`config.mk`:
```
export PLATFORM = sky130hd
export DESIGN_NAME = fetch_queue
export DESIGN_NICKNAME = d
export VERILOG_FILES = /design/src/rtl/fetch_queue.sv
export SDC_FILE = /design/constraint.sdc
export NUM_CORES = 1
export LEC_CHECK = 0
export ABC_AREA = 1
export CAP_MARGIN = 20
export CORE_MARGIN = 5
export CORE_UTILIZATION = 50
export DETAILED_ROUTE_END_ITERATION = 6
export MAX_ROUTING_LAYER = met4
export PLACE_DENSITY = 0.75
export RECOVER_POWER = 100
export SLEW_MARGIN = 0
export SYNTH_ARGS = -nofsm -noshare
export SYNTH_HDL_FRONTEND = slang
export SYNTH_SLANG_ARGS = --single-unit
```
`constraint.sdc`:
```
create_clock -name clock -period 3.95 [get_ports clock]
set_clock_uncertainty 0.1 [all_clocks]
set_input_delay 0.395 -clock clock [delete_from_list [all_inputs] [get_ports clock]]
set_output_delay 0.395 -clock clock [all_outputs]
set_load 0.01 [all_outputs]
```
`src/rtl/fetch_queue.sv`:
```
// Decoupled instruction fetch: credit-limited sequential request issue to instruction
// memory, in-order response capture into a show-ahead FIFO, redirect flush with stale drop.
module fetch_queue #(
    parameter int               DATAW     = 32,
    parameter logic [DATAW-1:0] BASE_ADDR = 32'h0100_0000,
    parameter int               DEPTH     = 4
) (
    input  logic             clock,
    input  logic             reset,
    input  logic             redirect,
    input  logic [DATAW-1:0] redirect_pc,
    output logic             imem_req_valid,
    output logic [DATAW-1:0] imem_req_addr,
    input  logic             imem_req_ready,
    input  logic             imem_rsp_valid,
    input  logic [DATAW-1:0] imem_rsp_data,
    output logic             out_valid,
    output logic [DATAW-1:0] out_pc,
    output logic [DATAW-1:0] out_instr,
    input  logic             out_ready
);

    localparam int               AW      = $clog2(DEPTH);
    localparam int               CW      = AW + 1;
    localparam logic [CW-1:0]    DEPTH_C = CW'(DEPTH);
    localparam logic [DATAW-1:0] PC_STEP = DATAW'(4);

    logic [DATAW-1:0] fetch_pc;
    logic [DATAW-1:0] rsp_pc;
    logic [CW-1:0]    count;
    logic [CW-1:0]    outstanding;
    logic [CW-1:0]    discard;
    logic [AW-1:0]    head;
    logic [AW-1:0]    tail;
    logic [DATAW-1:0] pc_mem    [DEPTH];
    logic [DATAW-1:0] instr_mem [DEPTH];

    logic [CW:0]      committed;
    logic [CW-1:0]    outstanding_next;
    logic [DATAW-1:0] target;
    logic             req_fire;
    logic             rsp_write;
    logic             deq;
    logic             unused_low_bits;

    // Slots already promised: buffered entries plus responses that will still be kept.
    assign committed        = {1'b0, count} + {1'b0, outstanding} - {1'b0, discard};
    assign imem_req_valid   = reset && !redirect && (outstanding < DEPTH_C)
                              && (committed < {1'b0, DEPTH_C});
    assign imem_req_addr    = fetch_pc;
    assign req_fire         = imem_req_valid && imem_req_ready;
    assign rsp_write        = imem_rsp_valid && (discard == '0) && !redirect;
    assign out_valid        = (count != '0);
    assign deq              = out_valid && out_ready && !redirect;
    assign out_pc           = out_valid ? pc_mem[head]    : '0;
    assign out_instr        = out_valid ? instr_mem[head] : '0;
    assign outstanding_next = outstanding + CW'(req_fire) - CW'(imem_rsp_valid);
    assign target           = {redirect_pc[DATAW-1:2], 2'b00};
    assign unused_low_bits  = ^redirect_pc[1:0];

    always_ff @(posedge clock) begin
        if (!reset) begin
            fetch_pc    <= BASE_ADDR;
            rsp_pc      <= BASE_ADDR;
            count       <= '0;
            outstanding <= '0;
            discard     <= '0;
            head        <= '0;
            tail        <= '0;
        end else begin
            outstanding <= outstanding_next;
            if (redirect) begin
                // Everything still in flight belongs to the old path, including
                // any response that was not consumed this cycle.
                fetch_pc <= target;
                rsp_pc   <= target;
                count    <= '0;
                head     <= '0;
                tail     <= '0;
                discard  <= outstanding - CW'(imem_rsp_valid);
            end else begin
                if (req_fire) begin
                    fetch_pc <= fetch_pc + PC_STEP;
                end
                if (imem_rsp_valid && (discard != '0)) begin
                    discard <= discard - CW'(1);
                end
                if (rsp_write) begin
                    rsp_pc <= rsp_pc + PC_STEP;
                    tail   <= tail + AW'(1);
                end
                if (deq) begin
                    head <= head + AW'(1);
                end
                count <= count + CW'(rsp_write) - CW'(deq);
            end
        end
    end

    always_ff @(posedge clock) begin
        if (rsp_write) begin
            pc_mem[tail]    <= rsp_pc;
            instr_mem[tail] <= imem_rsp_data;
        end
    end

    always_ff @(posedge clock) begin
        if (reset) begin
            assert (!(imem_rsp_valid && (outstanding == '0)))
                else $error("fetch_queue: response with no request outstanding");
            assert (!(rsp_write && (count == DEPTH_C)))
                else $error("fetch_queue: write into full buffer");
        end
    end

endmodule

```
Word-level counts from Yosys, hierarchy flattened
Memories as Yosys holds them, arrays and structs flattened. A register that Yosys moved wholly into a read port is not among the register bits.
Index checks and enable logic that the tools add are counted.
Widths: inputs -> output; s select.
{"block": "classes", "add_sub_neg": 12, "magnitude_cmp": 2, "muxes": 14, "bitwise_logic": 1, "n_reduce_logical": 17}
{"cell": "$mux 32", "count": 6}
{"cell": "$add 32x3->32 const B", "count": 2}
{"cell": "$logic_and 1x1->1", "count": 9}
{"cell": "$sub 3x1->3", "count": 3}
{"cell": "$mux 2", "count": 4}
{"cell": "$add 3x1->3", "count": 2}
{"cell": "$mux 3", "count": 2}
{"cell": "$reduce_bool 2->1", "count": 3}
{"cell": "$reduce_bool 3->1", "count": 2}
{"cell": "$add 2x1->2 const B", "count": 2}
{"cell": "$add 3x3->4", "count": 1}
{"cell": "$lt 4x3->1 const B", "count": 1}
{"cell": "$sub 4x3->4", "count": 1}
{"cell": "$logic_not 3->1", "count": 1}
{"cell": "$lt 3x3->1 const B", "count": 1}
{"cell": "$sub 3x1->3 const B", "count": 1}
{"cell": "$mux 1", "count": 2}
{"cell": "$reduce_or 2->1", "count": 1}
{"cell": "$logic_not 1->1", "count": 1}
{"cell": "$not 1->1", "count": 1}
{"block": "word_totals", "ff_bits": 77, "mem_bits_rw": 256, "in_bits": 70, "out_inout_bits": 98, "word_cells": 57, "n_memories": 2}
{"memory": "instr_mem", "words": 4, "width": 32, "read_ports": 1, "rd_clocked_by_memory_dff": 1, "wr": 1, "line_no": "36", "rtl": "logic [DATAW-1:0] instr_mem [DEPTH];"}
{"memory": "pc_mem", "words": 4, "width": 32, "read_ports": 1, "rd_clocked_by_memory_dff": 1, "wr": 1, "line_no": "35", "rtl": "logic [DATAW-1:0] pc_mem [DEPTH];"}

Longest topological paths before layout
{"block": "logic_depth", "word_depth": 7, "ltp_mapped": 18, "mapped_depth_nobuf": 17}

Worst setup path before layout
OpenSTA, ideal clock, no wires.
{"block": "synth_path", "kind": "register to register", "start": "reg discard[0]", "end": "mem instr_mem[0][0] (enable)", "setup_ns": 0.482, "t_arrival_ns": 3.653, "required_time_ns": 3.368, "path_slack_ns": -0.285, "path_stages_with_launch": 8, "n_path_buf": 1, "period_less_slack_ns": 4.235, "cell_sequence": "dfxtp_1 -> inv_1 -> ha_1 -> nand3_4 -> nor2_4 -> inv_2 -> buf_2 -> nor2_1"}
{"block": "synth_between", "elab_chain_cells": 5}
{"item": "from (decl)", "line_no": "32", "rtl": "logic [CW-1:0] discard;"}
{"item": "from (signal assigned)", "line_no": "80", "rtl": "discard <= outstanding - CW'(imem_rsp_valid);"}
{"item": "from (signal assigned)", "line_no": "86", "rtl": "discard <= discard - CW'(1);"}
{"item": "$logic_not 3->1", "line_no": "52", "rtl": "assign rsp_write = imem_rsp_valid && (discard == '0) && !redirect;"}
{"item": "$logic_and 1x1->1 (2 in series)", "line_no": "52"}
{"item": "$mux 1", "line_no": "101", "rtl": "if (rsp_write) begin"}
{"item": "$mux 1 (not written as such)", "line_no": "103", "rtl": "instr_mem[tail] <= imem_rsp_data;"}
{"item": "to (decl)", "line_no": "36"}
Every way passes these cells.

Worst setup path after layout
{"block": "layout_path", "start": "reg count[2]", "end": "out out_pc[5]"}
{"block": "layout_between", "elab_chain_cells": 2}
{"item": "from (decl)", "line_no": "30", "rtl": "logic [CW-1:0] count;"}
{"item": "from (signal assigned)", "line_no": "95", "rtl": "count <= count + CW'(rsp_write) - CW'(deq);"}
{"item": "$reduce_bool 3->1", "line_no": "53", "rtl": "assign out_valid = (count != '0);"}
{"item": "$mux 32", "line_no": "55", "rtl": "assign out_pc = out_valid ? pc_mem[head] : '0;"}
{"item": "to (decl)", "line_no": "18", "rtl": "output logic [DATAW-1:0] out_pc,"}
Every way passes these cells.

==> reports/results.tsv <==
metric	value	unit
outcome	finished with violations	
violations	capacitance limit, slew limit	
critPathMaxFanout	26	
criticalPathCategory	register to output port	
min_period	3.523	ns
drt_iter0_drc	1023	
firstDrtPassIters	5	
seq_area_frac_synth	60.58	%
cp.required	3.45	ns
leakage	6.739	nW
synth_top_flop_cell	edfxtp_1	
stdcell_count	2131	
io_pins	168	
dpl.hpwl	22580	um
timing.hold.ws	0.3693	ns
core_region_area	29400	sq um
setup_violations	0	
synth.area.top_cells	edfxtp_1 (50%), dfxtp_1 (10%), nor2_1 (8.7%)	
syn-cell-area	14770	sq um
fmax	0.2838	GHz
ctsRootBufferMaster	clkbuf_16	
antenna_left	0	
setup_tns	0	ns
rrSetupSlack	0.47	ns
async_flop_share	0	%
grt_max_degree	125	
tightest_slew	1.803	ns
min_path_cells	2	
ys_ff_latch	323	
min-delay-start	head[1]	
grt_usage	22.33	%
die_y	181.9	um
ir_drop	0.2485	mV
ctsResizeCount	0	
die_w	181.9	um
synth_top_family_by_area	simple AND/OR/NAND/NOR gates	
synth_area_leader_cell	edfxtp_1	
max_stage_delay	0.68	ns
die_area	33080	sq um
avgSynthCellArea	9.354	sq um
ff2ff_path_depth	7	
grt_pass1_vias	11390	
placedCellCount	2072	
drc_errors	0	
initial_core_util	50.24	%
drv_slew	41	
ys_types	39	
syn_to_final_growth	20.41	%
synth-compound-area-share	10.24	%
nets	1810	
slew_headroom	-20.22	%
n_antenna_cell	0	
h-tree-depth	2	
totalPowerFinal	7.880	mW
reg2reg_to	pc_mem[3][30]	
syn_inst	1579	
clock_sinks	323	
synthXorXnorAreaFrac	1.186	%
cts_setup_buffers	0	
critPathLaunch	count[2]	
wl	36220	um
hold_violations	0	
cts_hold_buf	0	
clock_path_buffers	3	
synth_adder_area_share	1.982	%
critPathCaptureType	output port	
viasPerCell	5.407	
cts_tree	yes	
antenna_found_initial	0	
yosys-mux-area-fraction	0	%
utilization	60.49	%
vias	11520	
powerDensity	443.1	nW/um^2
synth_edf_count	248	
drive_above_1_share	5.801	%
grt_pass1_wl	58050	um
overflow	0	
hold_class	register to register	
cts_inserted_buffers	35	
path_cells	nor3_4 -> clkbuf_2 -> a21oi_1 -> dlygate4sd3_1	
cap_violations	1	
rr_startpoint	discard[0]	
timing.final.crit_share	89.19	%
clock_latency	0.51	ns
critPathSlowestCell	nor3_4	
path_clk_slew	0.06	ns
synth_top_area_share	50.42	%
worstPathArrival	3.03	ns
synthSimpleGateAreaFrac	20.67	%
num_rows	63	
yosysWarnings	0	
portBuffers	161	
grt_setup_unrepaired	false	
place_congestion	0.9402	
setup.worst_path.start_class	register	
wl_per_cell	16.99	um
-- synthesized netlist by cell type, types with 9 or more instances --
cell type	n
nand3_1	78
a31oi_1	12
inv_1	102
o21ai_1	9
dfxtp_1	75
edfxtp_1	248
nand2_1	265
nor2_1	344
clkbuf_1	42
o21ai_0	162
buf_2	21
a21oi_1	110
xor2_1	12
ha_1	17
-- worst max path at each step --
stage / endpoint
after CTS: imem_req_valid
after floorplan: instr_mem[0][0]
after detailed placement: outstanding[2]
after global placement: outstanding[2]
after global routing: instr_mem[0][8]
final: out_pc[5]
-- report_power, final --
part | switching [mW] | internal (mW) | total, mW | leakage, nW
clock | 1.29 | 1.89 | 3.18 | 0.539
sequential | 0.129 | 3.79 | 3.92 | 2.88
combinational | 0.470 | 0.311 | 0.781 | 3.32
total | 1.89 | 5.99 | 7.88 | 6.74
-- per-layer routing --
| metal | vias up | wire length, um | track usage (%) | share of wire, % |
|---|---|---|---|---|
| met1 | 5461 | 15680 | 29.63 | 43 |
| met3 | 65 | 2394 | 3.045 | 6.6 |
| met2 | 427 | 17310 | 36.36 | 48 |
| met4 | 0 | 826 | 6.394 | 2.3 |
| met5 | - | 0 | - | 0 |
| li1 | 5570 | - | - | - |
-- sequential cells by signal (all words and copies together) (netlist names), 3 cells and up, named ones only --
name / cells
pc_mem: 120
discard: 3
count: 3
rsp_pc: 30
instr_mem: 128
outstanding: 3
imem_req_addr: 30
-- placed cells by master (no fill, tap or decap), drive strengths merged, types with 17 or more instances in the layout --
cell type	count
a21oi	111
clkbuf	48
clkdlybuf4s50	38
dfxtp	75
dlygate4sd3	123
edfxtp	248
ha	17
inv	110
nand2	272
nand3	82
nor2	359
o21ai	171
-- critical path: cells and delay by family, from the launching register on --
family | cells | cell delay, ns
compound gates | 1 | 0.15
simple gates | 1 | 0.68
flops | 1 | 0.37
buf+inv | 2 | 1.31
-- layout make-up --
type	instances	area [sq um]
Clock inverter	17	185.2
Multi-Input combinational cell	1073	5042
Sequential cell	323	8954
Timing Repair Buffer	177	1773
Inverter	109	409.1
Fill cell	2359	11620
Tap cell	390	488.0
Clock buffer	42	933.4
-- kinds of logic after synthesis --
| group | count (synthesis) |
|---|---|
| adders and majority gates | 21 |
| AOI/OAI and AO/OA | 297 |
| xor gates and xnor gates | 20 |
| other | 1 |
| and+or+nand+nor | 731 |
| buffers and inverters | 186 |
| DFF | 323 |
-- through the flow --
stage / setup slack (ns) / area [sq um]
after floorplan: -0.2846 / 14780
after global placement: 0.7035 / 16740
after detailed placement: 0.6615 / 16740
after CTS: 0.5119 / 17850
after global routing: 0.2129 / 17780
final: 0.4268 / 17780
(Power assumes the default switching activity.)
